## src/rtl/wave_sched_pkg.sv

```systemverilog
// Shared types and helpers for the wave weight scheduler.
// Constants, FSM state enum, weight slot struct, sign-magnitude conversion.
package wave_sched_pkg;
  localparam int DATA_WIDTH = 8;
  localparam int VEC_LENGTH = 8;
  localparam int MAG_WIDTH  = DATA_WIDTH - 1;
  localparam int COL_WIDTH  = 3;

  typedef enum logic [1:0] {
    IDLE,
    ISSUE,
    DRAIN
  } state_e;

  typedef logic [MAG_WIDTH-1:0] mag_t;
  typedef logic [VEC_LENGTH-1:0][DATA_WIDTH-1:0] wvec_t;

  typedef struct packed {
    mag_t [VEC_LENGTH-1:0] mag;
    logic [VEC_LENGTH-1:0] sign;
    mag_t                  mask;
    logic                  load_accum;
    logic                  valid;
  } slot_t;

  // -2^(N-1) has no positive twin; clamp it to the largest magnitude.
  function automatic mag_t to_mag(input logic [DATA_WIDTH-1:0] w);
    logic [DATA_WIDTH-1:0] a;
    a = w[DATA_WIDTH-1] ? -w : w;
    return a[DATA_WIDTH-1] ? {MAG_WIDTH{1'b1}} : a[MAG_WIDTH-1:0];
  endfunction

  function automatic slot_t convert(input wvec_t d, input logic la);
    slot_t s;
    s = '0;
    for (int j = 0; j < VEC_LENGTH; j++) begin
      s.mag[j]  = to_mag(d[j]);
      s.sign[j] = d[j][DATA_WIDTH-1];
      s.mask    = s.mask | s.mag[j];
    end
    s.load_accum = la;
    s.valid      = 1'b1;
    return s;
  endfunction
endpackage

```

## src/rtl/wave_weight_scheduler_if.sv

```systemverilog
// Weight vector handshake between producer and scheduler.
// Ports: w_data, w_load_accum, w_valid (producer), w_ready (scheduler).
interface wave_weight_scheduler_if;
  import wave_sched_pkg::*;

  wvec_t w_data;
  logic  w_load_accum;
  logic  w_valid;
  logic  w_ready;

  modport master (
    output w_data, w_load_accum, w_valid,
    input  w_ready
  );

  modport slave (
    input  w_data, w_load_accum, w_valid,
    output w_ready
  );
endinterface

```

## src/rtl/wave_weight_scheduler_column_priority_select.sv

```systemverilog
// Highest-set-bit encoder over a magnitude column mask.
// In: mask. Out: idx (top bit), any (mask != 0), is_last (one-hot).
module column_priority_select
  import wave_sched_pkg::*;
(
  input  mag_t                 mask,
  output logic [COL_WIDTH-1:0] idx,
  output logic                 any,
  output logic                 is_last
);
  always_comb begin
    idx = '0;
    for (int i = 0; i < MAG_WIDTH; i++) begin
      if (mask[i]) idx = COL_WIDTH'(i);
    end
  end

  assign any     = |mask;
  assign is_last = any && ((mask & (mask - mag_t'(1))) == '0);
endmodule

```

## src/rtl/wave_weight_scheduler.sv

```systemverilog
// Bit-serial weight column scheduler feeding the wave MAC.
// Ports: clk, reset (async low), bus (slave handshake), MAC drive outputs, act_adv, busy.
module wave_weight_scheduler
  import wave_sched_pkg::*;
(
  input  logic                  clk,
  input  logic                  reset,
  wave_weight_scheduler_if.slave bus,
  output logic [VEC_LENGTH-1:0] sign,
  output logic [VEC_LENGTH-1:0] w_bit,
  output logic [COL_WIDTH-1:0]  column_idx,
  output logic                  en,
  output logic                  load_accum,
  output logic                  act_adv,
  output logic                  busy
);
  state_e state_q, state_d;
  slot_t  act_q, act_d, pend_q, pend_d, in_slot;
  logic   first_q, first_d, ready_q, ready_d;
  logic [VEC_LENGTH-1:0] sign_q, sign_d, w_bit_q, w_bit_d;
  logic [COL_WIDTH-1:0]  column_idx_q, column_idx_d;
  logic en_q, en_d, load_accum_q, load_accum_d;
  logic act_adv_q, act_adv_d;

  logic [COL_WIDTH-1:0] cur_idx, nx_idx;
  logic cur_any, cur_one, nx_any, nx_one;
  logic cur_last, accept, issue;
  logic cont, promote, take;
  mag_t rem;

  // act_q.mask still holds the column currently on the outputs.
  column_priority_select u_cur (
    .mask    (act_q.mask),
    .idx     (cur_idx),
    .any     (cur_any),
    .is_last (cur_one)
  );

  column_priority_select u_nx (
    .mask    (act_d.mask),
    .idx     (nx_idx),
    .any     (nx_any),
    .is_last (nx_one)
  );

  assign in_slot  = convert(bus.w_data, bus.w_load_accum);
  assign accept   = bus.w_valid && ready_q;
  assign cur_last = (state_q == ISSUE) && (cur_one || !cur_any);
  assign rem      = act_q.mask & ~(mag_t'(1) << cur_idx);

  assign cont    = (state_q == ISSUE) && act_q.valid && !cur_last;
  assign promote = !cont && pend_q.valid;
  assign take    = !cont && !pend_q.valid && accept;

  always_comb begin
    act_d   = act_q;
    pend_d  = pend_q;
    state_d = IDLE;
    first_d = 1'b0;
    issue   = 1'b0;
    unique case (1'b1)
      cont: begin
        act_d.mask = rem;
        issue      = 1'b1;
        if (accept) pend_d = in_slot;
      end
      promote: begin
        act_d   = pend_q;
        pend_d  = '0;
        issue   = 1'b1;
        first_d = 1'b1;
      end
      take: begin
        act_d   = in_slot;
        issue   = 1'b1;
        first_d = 1'b1;
      end
      default: begin
        act_d.valid = 1'b0;
        if (state_q == ISSUE) state_d = DRAIN;
      end
    endcase
    if (issue) state_d = ISSUE;
  end

  // MAC psum register lags one cycle, so load rides on the cycle after
  // a vector's first column.
  always_comb begin
    sign_d       = '0;
    w_bit_d      = '0;
    column_idx_d = '0;
    en_d         = 1'b0;
    act_adv_d    = 1'b0;
    load_accum_d = first_q && act_q.load_accum;
    ready_d      = !pend_d.valid;
    if (issue) begin
      sign_d = act_d.sign;
      for (int j = 0; j < VEC_LENGTH; j++) begin
        w_bit_d[j] = act_d.mag[j][nx_idx];
      end
      column_idx_d = nx_idx;
      en_d         = 1'b1;
      act_adv_d    = nx_one || !nx_any;
    end else if (state_d == DRAIN) begin
      en_d = 1'b1;
    end
  end

  always_ff @(posedge clk or negedge reset) begin
    if (!reset) begin
      state_q      <= IDLE;
      act_q        <= '0;
      pend_q       <= '0;
      first_q      <= 1'b0;
      ready_q      <= 1'b0;
      sign_q       <= '0;
      w_bit_q      <= '0;
      column_idx_q <= '0;
      en_q         <= 1'b0;
      load_accum_q <= 1'b0;
      act_adv_q    <= 1'b0;
    end else begin
      state_q      <= state_d;
      act_q        <= act_d;
      pend_q       <= pend_d;
      first_q      <= first_d;
      ready_q      <= ready_d;
      sign_q       <= sign_d;
      w_bit_q      <= w_bit_d;
      column_idx_q <= column_idx_d;
      en_q         <= en_d;
      load_accum_q <= load_accum_d;
      act_adv_q    <= act_adv_d;
    end
  end

  assign bus.w_ready = ready_q;
  assign sign        = sign_q;
  assign w_bit       = w_bit_q;
  assign column_idx  = column_idx_q;
  assign en          = en_q;
  assign load_accum  = load_accum_q;
  assign act_adv     = act_adv_q;
  assign busy        = (state_q != IDLE);
endmodule

```

## src/flat_wrapper.sv

```systemverilog
// flat-port wrapper written by rule: the top's interface ports become plain ports
module wave_weight_scheduler_flat import wave_sched_pkg::*;
  (clk, reset, sign, w_bit, column_idx, en, load_accum, act_adv, busy, bus_w_data, bus_w_load_accum, bus_w_valid, bus_w_ready);
  wave_weight_scheduler_if bus_i ();
  input  logic clk;
  input  logic reset;
  output logic [VEC_LENGTH-1:0] sign;
  output logic [VEC_LENGTH-1:0] w_bit;
  output logic [COL_WIDTH-1:0] column_idx;
  output logic en;
  output logic load_accum;
  output logic act_adv;
  output logic busy;
  input wire logic [$bits(bus_i.w_data)-1:0] bus_w_data;
  input wire logic [$bits(bus_i.w_load_accum)-1:0] bus_w_load_accum;
  input wire logic [$bits(bus_i.w_valid)-1:0] bus_w_valid;
  output wire logic [$bits(bus_i.w_ready)-1:0] bus_w_ready;
  assign bus_i.w_data = bus_w_data;
  assign bus_i.w_load_accum = bus_w_load_accum;
  assign bus_i.w_valid = bus_w_valid;
  assign bus_w_ready = bus_i.w_ready;
  wave_weight_scheduler u_core (.clk(clk), .reset(reset), .bus(bus_i), .sign(sign), .w_bit(w_bit), .column_idx(column_idx), .en(en), .load_accum(load_accum), .act_adv(act_adv), .busy(busy));
endmodule
```

## config.mk

```make
export PLATFORM = sky130hd
export DESIGN_NAME = wave_weight_scheduler_flat
export DESIGN_NICKNAME = d
export VERILOG_FILES = /design/src/rtl/wave_sched_pkg.sv /design/src/rtl/wave_weight_scheduler_if.sv /design/src/rtl/wave_weight_scheduler_column_priority_select.sv /design/src/rtl/wave_weight_scheduler.sv /design/src/flat_wrapper.sv
export SDC_FILE = /design/constraint.sdc
export NUM_CORES = 1
export LEC_CHECK = 0
export ABC_AREA = 1
export BUFFER_PORTS_ARGS = -buffer_cell sky130_fd_sc_hd__clkbuf_2
export CORE_ASPECT_RATIO = 0.9
export CORE_MARGIN = 2
export CORE_UTILIZATION = 65
export DETAILED_ROUTE_END_ITERATION = 8
export PLACE_DENSITY = 0.95
export SLEW_MARGIN = 20
export SYNTH_ARGS = -nofsm -noshare
export SYNTH_HDL_FRONTEND = slang
export SYNTH_SLANG_ARGS = --single-unit
```

## constraint.sdc

```tcl
create_clock -name clk -period 5.7 [get_ports clk]
set_clock_uncertainty 0.05 [all_clocks]
set_input_delay 0.285 -clock clk [delete_from_list [all_inputs] [get_ports clk]]
set_output_delay 0.285 -clock clk [all_outputs]
set_load 0.02 [all_outputs]
```

## Word-level counts from Yosys, hierarchy flattened

Index checks and enable logic that the tools add are counted.

| cells by class | value |
|---|---|
| eq/ne operators | 3 |
| bitwise gates (word level) | 11 |
| $add $sub $neg | 10 |
| reductions and logical operators | 28 |
| order comparisons | 1 |
| multiplexer cells | 61 |
| shift-type cells | 1 |

Operators by type and width:

| cell | number |
|---|---|
| 73-bit case mux with 2 select lines | 1 |
| 64-bit case mux with 2 select lines | 1 |
| 8-bit two-way mux | 10 |
| 73-bit two-way mux | 1 |
| 8-bit negator | 8 |
| 7-bit two-way mux | 8 |
| 7-bit OR | 7 |
| 3-bit two-way mux | 11 |
| 1-bit binary-select mux with 3-bit select | 8 |
| 7-bit bitwise AND | 3 |
| 7-bit case mux with 3 select lines | 1 |
| 1-bit two-way mux | 15 |
| 7-bit logical NOT | 2 |
| 7-bit OR reduction | 2 |
| 7-bit by 1-bit subtractor with 7-bit output (second input constant) | 2 |
| 1-bit logical AND | 10 |
| 7-bit inverter | 1 |
| 1-bit by 3-bit << shifter with 7-bit output (first input constant) | 1 |
| 1-bit logical NOT | 6 |
| 2-bit two-way mux | 3 |
| 2-bit nonzero test | 3 |
| 3-bit by 4-bit less-than comparator with 1-bit output (second input constant) | 1 |
| 1-bit case mux with 3 select lines | 1 |
| 3-bit OR reduction | 1 |
| other kinds (7) | 8 |

| storage, ports and cells | value |
|---|---|
| logic and storage cells | 148 |
| output and inout bits | 24 |
| register bits after elaboration | 172 |
| input bits | 68 |

## Logic depth before layout (Yosys ltp)

Gate-level depths: netlist of the first run.

| logic depth | value |
|---|---|
| depth in word-level cells | 21 |
| depth in mapped cells | 26 |
| gate-level depth less buffers | 25 |

## Modules after synthesis

A second synthesis of the first run with hierarchy kept.

| unflattened totals | value |
|---|---|
| cell total of the unflattened synthesis | 1408 |
| area total of the unflattened synthesis | 9972.1 µm² |

By module, submodules not included:

| module | times used | cells an instance | sequential area each (µm²) | area each (µm²) |
|---|---|---|---|---|
| wave_weight_scheduler | 1 | 1356 | 4304.1 | 9729.3 |
| column_priority_select | 2 | 26 | 0.0 | 121.4 |

## Worst setup path before layout of the first run

OpenSTA, ideal clock, no wires.

| timing path | value |
|---|---|
| path type | input to register |
| start | input bus_w_data[56] |
| end | register u_core.w_bit_q[0], in the netlist u_core.w_bit[0] |
| setup time | 113 ps |
| arrival time | 2122 ps |
| stages on the path | 26 |
| buffers on the path | 1 |
| setup slack | 3415 ps |
| required time | 5537 ps |
| path through | inv_1 -> ha_1 -> inv_1 -> nand2_1 -> nand2_1 -> nand2_1 -> inv_1 -> nor2_1 -> nand2_1 -> nor2_1 -> nand2_1 -> nand2_1 -> nand2_1 -> nor2_1 -> nand2_1 -> nand2_1 -> nand2_1 -> nand2_2 -> nand2_4 -> buf_6 -> nand2_1 -> nand3_1 -> nand2_1 -> nand2_1 -> nand2_1 -> inv_1 |

| between the ends | value |
|---|---|
| cells in the longest elaborated chain, start to end | 14 |

RTL lines:

| item | line | text |
|---|---|---|
| start, declared | flat_wrapper.sv:14 | `input wire logic [$bits(bus_i.w_data)-1:0] bus_w_data;` |
| 8-bit negator * | wave_sched_pkg.sv:29 | `a = w[DATA_WIDTH-1] ? -w : w;` |
| 8-bit two-way mux * | wave_sched_pkg.sv:29 |  |
| 7-bit two-way mux * | wave_sched_pkg.sv:30 | `return a[DATA_WIDTH-1] ? {MAG_WIDTH{1'b1}} : a[MAG_WIDTH-1:0];` |
| 7-bit OR * | wave_sched_pkg.sv:39 | `s.mask = s.mask \| s.mag[j];` |
| 7-bit case mux with 3 select lines * | wave_weight_scheduler.sv:61 | `unique case (1'b1)` |
| 1-bit two-way mux | wave_weight_scheduler_column_priority_select.sv:14 | `if (mask[i]) idx = COL_WIDTH'(i);` |
| 3-bit two-way mux (4 in a row) | wave_weight_scheduler_column_priority_select.sv:14 |  |
| 3-bit two-way mux * | wave_weight_scheduler_column_priority_select.sv:14 |  |
| 1-bit binary-select mux with 3-bit select * | wave_weight_scheduler.sv:99 | `w_bit_d[j] = act_d.mag[j][nx_idx];` |
| 1-bit two-way mux (implied by the code) * | wave_weight_scheduler.sv:99 |  |
| 8-bit two-way mux * | wave_weight_scheduler.sv:96 | `if (issue) begin` |
| named net u_core.w_bit_d[0] | wave_weight_scheduler.sv:20 | `logic [VEC_LENGTH-1:0] sign_q, sign_d, w_bit_q, w_bit_d;` |
| end signal, assigned | wave_weight_scheduler.sv:129 | `w_bit_q <= w_bit_d;` |
| end, declared | wave_weight_scheduler.sv:20 |  |

The timed path passes the listed nets; every way through them passes the cells marked *. The select of a mux whose other input is x is not followed.
A chain may end at the register's enable or synchronous reset.

==> results of run 1 <==
[synthesized netlist by cell type (all sizes together), types with 2 or more instances]
| master | n | area share |
|---|---|---|
| dfrtp | 172 | 0.44 |
| nand4 | 4 | 0.0026 |
| a2bb2oi | 2 | 0.0018 |
| a21boi | 2 | 0.0015 |
| a22oi | 4 | 0.0031 |
| nand3 | 183 | 0.10 |
| o211ai | 2 | 0.0015 |
| nand2 | 324 | 0.13 |
| mux2 | 5 | 0.0058 |
| o21ai | 93 | 0.048 |
| nor2 | 175 | 0.073 |
| nor3 | 9 | 0.0051 |
| o22ai | 10 | 0.0064 |
| ha | 8 | 0.010 |
| a21oi | 132 | 0.068 |
| inv | 126 | 0.049 |
| clkbuf | 34 | 0.013 |
| or2 | 6 | 0.0038 |
| buf | 34 | 0.022 |
| and2 | 9 | 0.0058 |
| nand3b | 6 | 0.0050 |
[cell type report]
cell class	count	area share
repair buffers	98	0.0483
flip-flops and latches	172	0.401
multi-input cells	977	0.431
well taps	198	0.0231
clock buffers	23	0.0436
clock inverters	7	0.00850
inverters	127	0.0450
[worst reg2reg max path: stages, from the launching register on]
cell and delay (ns):
dfrtp_1 0.41, nor2_2 0.16, nor2_1 0.07, nor2_1 0.17
nand3_2 0.15, nand2_8 0.14, nand3_4 0.24, inv_2 0.81
nand2_1 0.14, nand3_1 0.18, nand2_1 0.07, nand2_1 0.06
nand2_1 0.05, nand2_2 0.35, nand2_4 0.34, nand2_1 0.20
nand3_2 0.07, nand2_1 0.08, nand2_1 0.05, nand2_1 0.07
inv_1 0.03
[power groups by stage]
stage               sequential [uW]  combinational [uW]  clock (uW)
floorplan                      2080                2960           0
CTS                            2050                3850        1130
detailed placement             2060                3800           0
global route                   2100                4330        1190
global placement               2030                3660           0
finish                         2070                3960        1130
[logic make-up (layout without fill, tap and decap cells)]
kind of cell	after synthesis	in the layout
multiplexers	5	5
flip-flops	172	172
AO/OA/AOI/OAI	247	247
XOR/XNOR	1	1
adder cells (fa/ha/maj)	8	8
AND/OR/NAND/NOR	716	716
buffers and inverters	195	255
[what timing repair did]
action,CTS,global route
hold endpoints to repair,0,6
setup buffers,0,0
hold buffers,0,1
[layer usage]
layer,up-vias,track usage,routed length (um)
li1,4467,-,-
met1,4561,0.467,10500
met2,714,0.574,12900
met3,148,0.0834,3100
met4,0,0.197,1650
met5,-,0,0
[worst max path at each step]
stage | endpoint | depth (start not counted)
after floorplan | u_core.w_bit[0]$_DFF_PN0_ | 26
after global placement | u_core.w_bit[3]$_DFF_PN0_ | 20
after detailed placement | u_core.w_bit[3]$_DFF_PN0_ | 20
after CTS | u_core.w_bit[3]$_DFF_PN0_ | 20
after global routing | u_core.w_bit[3]$_DFF_PN0_ | 20
final | u_core.w_bit[3]$_DFF_PN0_ | 20
[through the flow]
stage               power (uW)   util  cell area [um^2]  setup slack [ns]  hold slack, ns
floorplan                 5030      -              9760              3.42         -0.0606
global placement          5700  0.691             10200              2.07           0.370
CTS                       7030  0.729             10700              1.81         0.00152
finish                    7160  0.730             10700              1.72           0.107
global route              7630  0.730             10700              1.45           0.106
detailed placement        5860  0.691             10200              1.84           0.412
[state kept, by name (all words and copies together) (netlist names)]
register / flops
u_core.pend_q: 73
u_core.act_adv: 1
u_core.load_accum: 1
u_core.first_q: 1
u_core.act_q: 73
u_core.state_q: 2
u_core.en: 1
u_core.w_bit: 8
u_core.column_idx: 3
u_core.bus.w_ready: 1
u_core.sign: 8
==> impl_metrics.yaml, run 1 <==
run_status:
  status: "finished, final reports clean"
die:
  start_util: 0.663
  die_area_mm2: 0.0160
  die-width_um: 133
  io_pins: 92
  fp-row-count: 42
  fp.coreArea_mm2: 0.0147
  die_y_um: 120
critical_path:
  r2r_setup_slack_ns: 1.72
  crit_arrival_ns: 4.26
  crit_family: "simple AND/OR/NAND/NOR gates"
  crit_fanout: 57
  end_kind: "flop"
  critPathMaxStageDelay_ns: 0.81
  required_ns: 5.99
  crit_type: "reg -> reg"
  slowest_stage: "inv_2"
  crit_chain: "nor2_2, nor2_1, nor2_1, nand3_2, nand2_8, nand3_4, inv_2, nand2_1, nand3_1, nand2_1, nand2_1, nand2_1, nand2_2, nand2_4, nand2_1, nand3_2, nand2_1, nand2_1, nand2_1, inv_1"
  reg2reg_from: "u_core.act_q[6]$_DFF_PN0_"
  startpoint_type: "flop"
  worstReg2RegEnd: "u_core.w_bit[3]$_DFF_PN0_"
  cpMostUsedCell: "nand2_1"
  rr_worst_depth: 20
  path_buf_inv: 2
  startpoint: "u_core.act_q[6]$_DFF_PN0_"
timing:
  slew_violations: 0
  rsz0062_at_grt: "no"
  hold_viol_final: 0
  max_freq_ghz: 0.251
  setup_tns_ns: 0
  worst_pin_slew_ns: 1.00
  period_needed_ns: 3.98
  relSlewSlack: 0.332
  setup_violations: 0
  finalCritPeriodShare: 0.698
detailed_routing:
  routed_wl_um: 28100
  drtIter0Drc: 1638
  routed_via_density: 6.17
  drcViolationCount: 0
  ant_nets: 0
  post_drt_wl_per_cell_um: 17.6
  vias: 9890
  dr.pass1.iters: 7
pwr:
  power_density_mw_per_mm2: 666
  power.internal_uw: 3650
  peakVddDrop_uv: 526
  leakagePower_uw: 0.00553
  p_sw_frac: 0.490
  p_comb_frac: 0.553
  p_seq_frac: 0.289
  clockPowerShare: 0.158
  switching_power_uw: 3510
finish:
  nNetsFinal: 1469
  diodes: 0
  seq_area_mm2: 0.00431
  areaGrowthSynthToFinish_pct: 10.1
  fillers: 1076
  instances_no_fill: 1602
  multi_input_area_mm2: 0.00463
  drive_above_1_share: 0.127
  layout_commonest_cell: "nand2_1"
  layout_common_cells: "nand2_1, nand3_1, dfrtp_1"
synthesis:
  ys_seq_area_frac: 0.441
  synth-simple-area-share: 0.326
  yosys_warnings: 0
  ys_seq_elements: 172
  synthAdderAreaFrac: 0.0103
  synth_xor_area_frac: 0.000898
  synth_nets: 1420
  syn_area_per_cell_um2: 7.26
  synth_edf_count: 0
  synth_mux_area_frac: 0.00577
  async_flop_share: 1.00
  ys_types: 42
  ys.flop_type: "dfrtp_1"
  synth_top_family_by_area: "simple AND/OR/NAND/NOR gates"
  synthCells: 1344
  synth_compound_gate_area_share: 0.131
  syn-cell-area_mm2: 0.00976
global_route:
  grt_pass1_wl_um: 45400
  grt_max_degree: 118
  grt_pass1_vias: 9174
  grt_remaining_overflow: 0
  track_usage: 0.362
  antenna_found_initial: 0
clock_tree:
  cts_resized: 0
  numCtsBuffers: 17
  cts.htree.levels: 4
  cts_tree: "yes"
  path_clk_slew_ns: 0.06
  clock_latency_ns: 0.44
  cts_root_buffer: "clkbuf_16"
  clock_path_buffers: 2
  cts_sinks: 172
worst_hold_path:
  hp-start: "bus_w_load_accum"
  hold_end: "u_core.pend_q[1]$_DFFE_PN0P_"
  hp-class: "in -> reg"
  hold_depth: 3
flow_run:
  drv_cap: 0
placement:
  dp.cells: 1571
  place_congestion: 0.901
  dp_hpwl_um: 18400
  port_buffers: 91
(Power assumes the default switching activity.)
==> run 2, diff against run 1 <==
--- a/config.mk
+++ b/config.mk
@@ -5,13 +5,13 @@
 export SDC_FILE = /design/constraint.sdc
 export NUM_CORES = 1
 export LEC_CHECK = 0
-export ABC_AREA = 1
+export ABC_AREA = 0
 export BUFFER_PORTS_ARGS = -buffer_cell sky130_fd_sc_hd__clkbuf_2
 export CORE_ASPECT_RATIO = 0.9
 export CORE_MARGIN = 2
-export CORE_UTILIZATION = 65
+export CORE_UTILIZATION = 60
 export DETAILED_ROUTE_END_ITERATION = 8
-export PLACE_DENSITY = 0.95
+export PLACE_DENSITY = 0.93
 export SLEW_MARGIN = 20
 export SYNTH_ARGS = -nofsm -noshare
 export SYNTH_HDL_FRONTEND = slang
==> constraint.sdc (replaced) <==
create_clock -name clk -period 4.05 [get_ports clk]
set_clock_uncertainty 0.05 [all_clocks]
set_input_delay 0.2025 -clock clk [delete_from_list [all_inputs] [get_ports clk]]
set_output_delay 0.2025 -clock clk [all_outputs]
set_load 0.02 [all_outputs]
==> run 2 against run 1 <==
- cell area is 0.42% lower
- clock power rose by 48%
- critical path depth shrank 10
- critical path type unchanged
- largest power group unchanged
==> impl_metrics.yaml, run 2 <==
run_status:
  status: "finished, final reports clean"
synthesis:
  async_flop_share: 1.00
  syn-cell-area_mm2: 0.00936
  synth_edf_count: 0
  yosys_warnings: 0
  synth_area_leaders: "dfrtp_1, o21ai_0, nand2_1"
  ys_seq_elements: 172
  yosysMostFrequentCell: "dfrtp_1"
  ys.flop_type: "dfrtp_1"
  ys_seq_area_frac: 0.460
  synth_top_cell_by_area: "dfrtp_1"
  synthCells: 1069
  netlist.area_leader.share: 0.460
  syn_area_per_cell_um2: 8.76
  synthTopCellsByCount: "dfrtp_1, nand2_1, o21ai_0"
  synth_nets: 1145
  ys_types: 82
global_route:
  grt_pass1_wl_um: 47200
  grt_max_degree: 112
  grt_pass1_vias: 8868
  antenna_found_initial: 0
  grt_remaining_overflow: 0
  track_usage: 0.374
timing:
  rsz0062_at_grt: "no"
  max_freq_ghz: 0.276
  setup_tns_ns: 0
  worst_pin_slew_ns: 0.906
  slew_violations: 0
  period_needed_ns: 3.62
  setup_slack_ns: 0.429
  finalCritPeriodShare: 0.894
  relSlewSlack: 0.396
  hold_viol_final: 0
  setup_violations: 0
worst_hold_path:
  hold_end: "u_core.pend_q[66]$_DFFE_PN0P_"
  hp-class: "in -> reg"
  hold_depth: 3
  hp-start: "bus_w_data[56]"
critical_path:
  startpoint_type: "flop"
  required_ns: 4.33
  crit_type: "reg -> reg"
  crit_arrival_ns: 3.90
  worstReg2RegEnd: "u_core.w_bit[3]$_DFF_PN0_"
  rr_worst_depth: 10
  end_kind: "flop"
  r2r_setup_slack_ns: 0.43
  crit_fanout: 27
  reg2reg_from: "u_core.act_q[2]$_DFF_PN0_"
clock_tree:
  cts.htree.levels: 4
  clock_latency_ns: 0.44
  cts_root_buffer: "clkbuf_16"
  path_clk_slew_ns: 0.07
  cts_tree: "yes"
  cts_sinks: 172
  cts_resized: 0
  clock_path_buffers: 2
  numCtsBuffers: 17
finish:
  multi_input_area_mm2: 0.00468
  seq_area_mm2: 0.00430
  final_core_util: 0.698
  nNetsFinal: 1221
  layout_commonest_cell: "dfrtp_1"
  fillers: 1103
  layout_common_cells: "dfrtp_1, o21ai_0, nand2_1"
  stdcell_area_mm2: 0.0107
  diodes: 0
  largest_registers: "u_core.act_q (73), u_core.pend_q (73)"
  areaGrowthSynthToFinish_pct: 14.2
  drive_above_1_share: 0.159
detailed_routing:
  ant_nets: 0
  drcViolationCount: 0
  dr.pass1.iters: 6
  post_drt_wl_per_cell_um: 21.9
  vias: 9582
  routed_wl_um: 29700
  drtIter0Drc: 1508
  routed_via_density: 7.05
placement:
  port_buffers: 91
  dp_hpwl_um: 20400
  dp_slack_ns: 0.350
  place_congestion: 0.959
  place_area_mm2: 0.0101
die:
  fp.coreArea_mm2: 0.0153
  die_y_um: 123
  io_pins: 92
  start_util: 0.611
  die_area_mm2: 0.0166
  fp-row-count: 43
  die-width_um: 136
pwr:
  leakagePower_uw: 0.00477
  peakVddDrop_uv: 479
  power_density_mw_per_mm2: 846
flow_run:
  drv_cap: 0
-- run 2: through the flow --
stage                     total power [uW]  hold slack [ns]  instances
final                                 9040           0.0511       1360
after global routing                  9490           0.0649       1360
after CTS                             8840           0.0367       1360
after detailed placement              7150            0.359       1326
after global placement                6980            0.351       1326
after floorplan                       5750           -0.143       1069
-- run 2: area by class of cell --
cell class	instances	share of cell area
Clock inverter	14	0.0151
Multi-Input combinational cell	795	0.438
Tap cell	202	0.0236
Sequential cell	172	0.402
Timing Repair Buffer	122	0.0668
Inverter	37	0.0132
Clock buffer	18	0.0411
-- run 2: what timing repair did --
action,4_1_cts,5_1_grt
hold buffers,2,0
hold endpoints to repair,111,0
setup buffers,0,0
-- run 2: worst max-delay path, stage by stage (launching register included) --
cell and delay (ns):
dfrtp_1 0.45, nor4_1 0.62, o21ai_1 0.31, a21oi_4 0.58, buf_4 0.44, a22oi_1 0.13
o21ai_0 0.17, or3_1 0.17, o211ai_1 0.08, o21bai_1 0.24, a211oi_1 0.26
-- run 2: worst max-delay path by stage --
stage	start	end	slack (ns)	cells after the start
2_1_floorplan	bus_w_data[24]	u_core.w_bit[2]$_DFF_PN0_	1.12	13
3_3_place_gp	bus_w_data[33]	u_core.w_bit[0]$_DFF_PN0_	0.42	14
3_5_place_dp	bus_w_data[0]	u_core.w_bit[3]$_DFF_PN0_	0.35	14
4_1_cts	u_core.act_q[2]$_DFF_PN0_	u_core.w_bit[3]$_DFF_PN0_	0.62	10
5_1_grt	u_core.act_q[2]$_DFF_PN0_	u_core.w_bit[0]$_DFF_PN0_	0.41	9
6_report	u_core.act_q[2]$_DFF_PN0_	u_core.w_bit[3]$_DFF_PN0_	0.43	10
-- run 2: where the power goes --
| group | switching, uW | total [uW] | internal [uW] |
|---|---|---|---|
| combinational | 2990 | 4450 | 1460 |
| clock | 728 | 1670 | 938 |
| sequential | 430 | 2930 | 2500 |
| total | 4140 | 9040 | 4900 |
-- run 2: cells by family (layout without fill, tap and decap cells) --
logic type | Yosys count | in the layout | synth area share
multiplexers | 17 | 17 | 0.0190
XOR/XNOR | 5 | 5 | 0.00468
adder cells (fa/ha/maj) | 9 | 9 | 0.0118
AND/OR/NAND/NOR | 407 | 407 | 0.217
buffers and inverters | 102 | 191 | 0.0433
AO/OA/AOI/OAI | 357 | 357 | 0.245
flip-flops | 172 | 172 | 0.460
-- run 2: metal layers --
layer | wire (um) | vias to the layer above | share of wire | track usage
met5 | 0 | - | 0 | 0
met4 | 1770 | 0 | 0.060 | 0.216
met3 | 3780 | 154 | 0.13 | 0.106
met2 | 13100 | 768 | 0.44 | 0.555
met1 | 11100 | 4534 | 0.37 | 0.494
li1 | - | 4126 | - | -
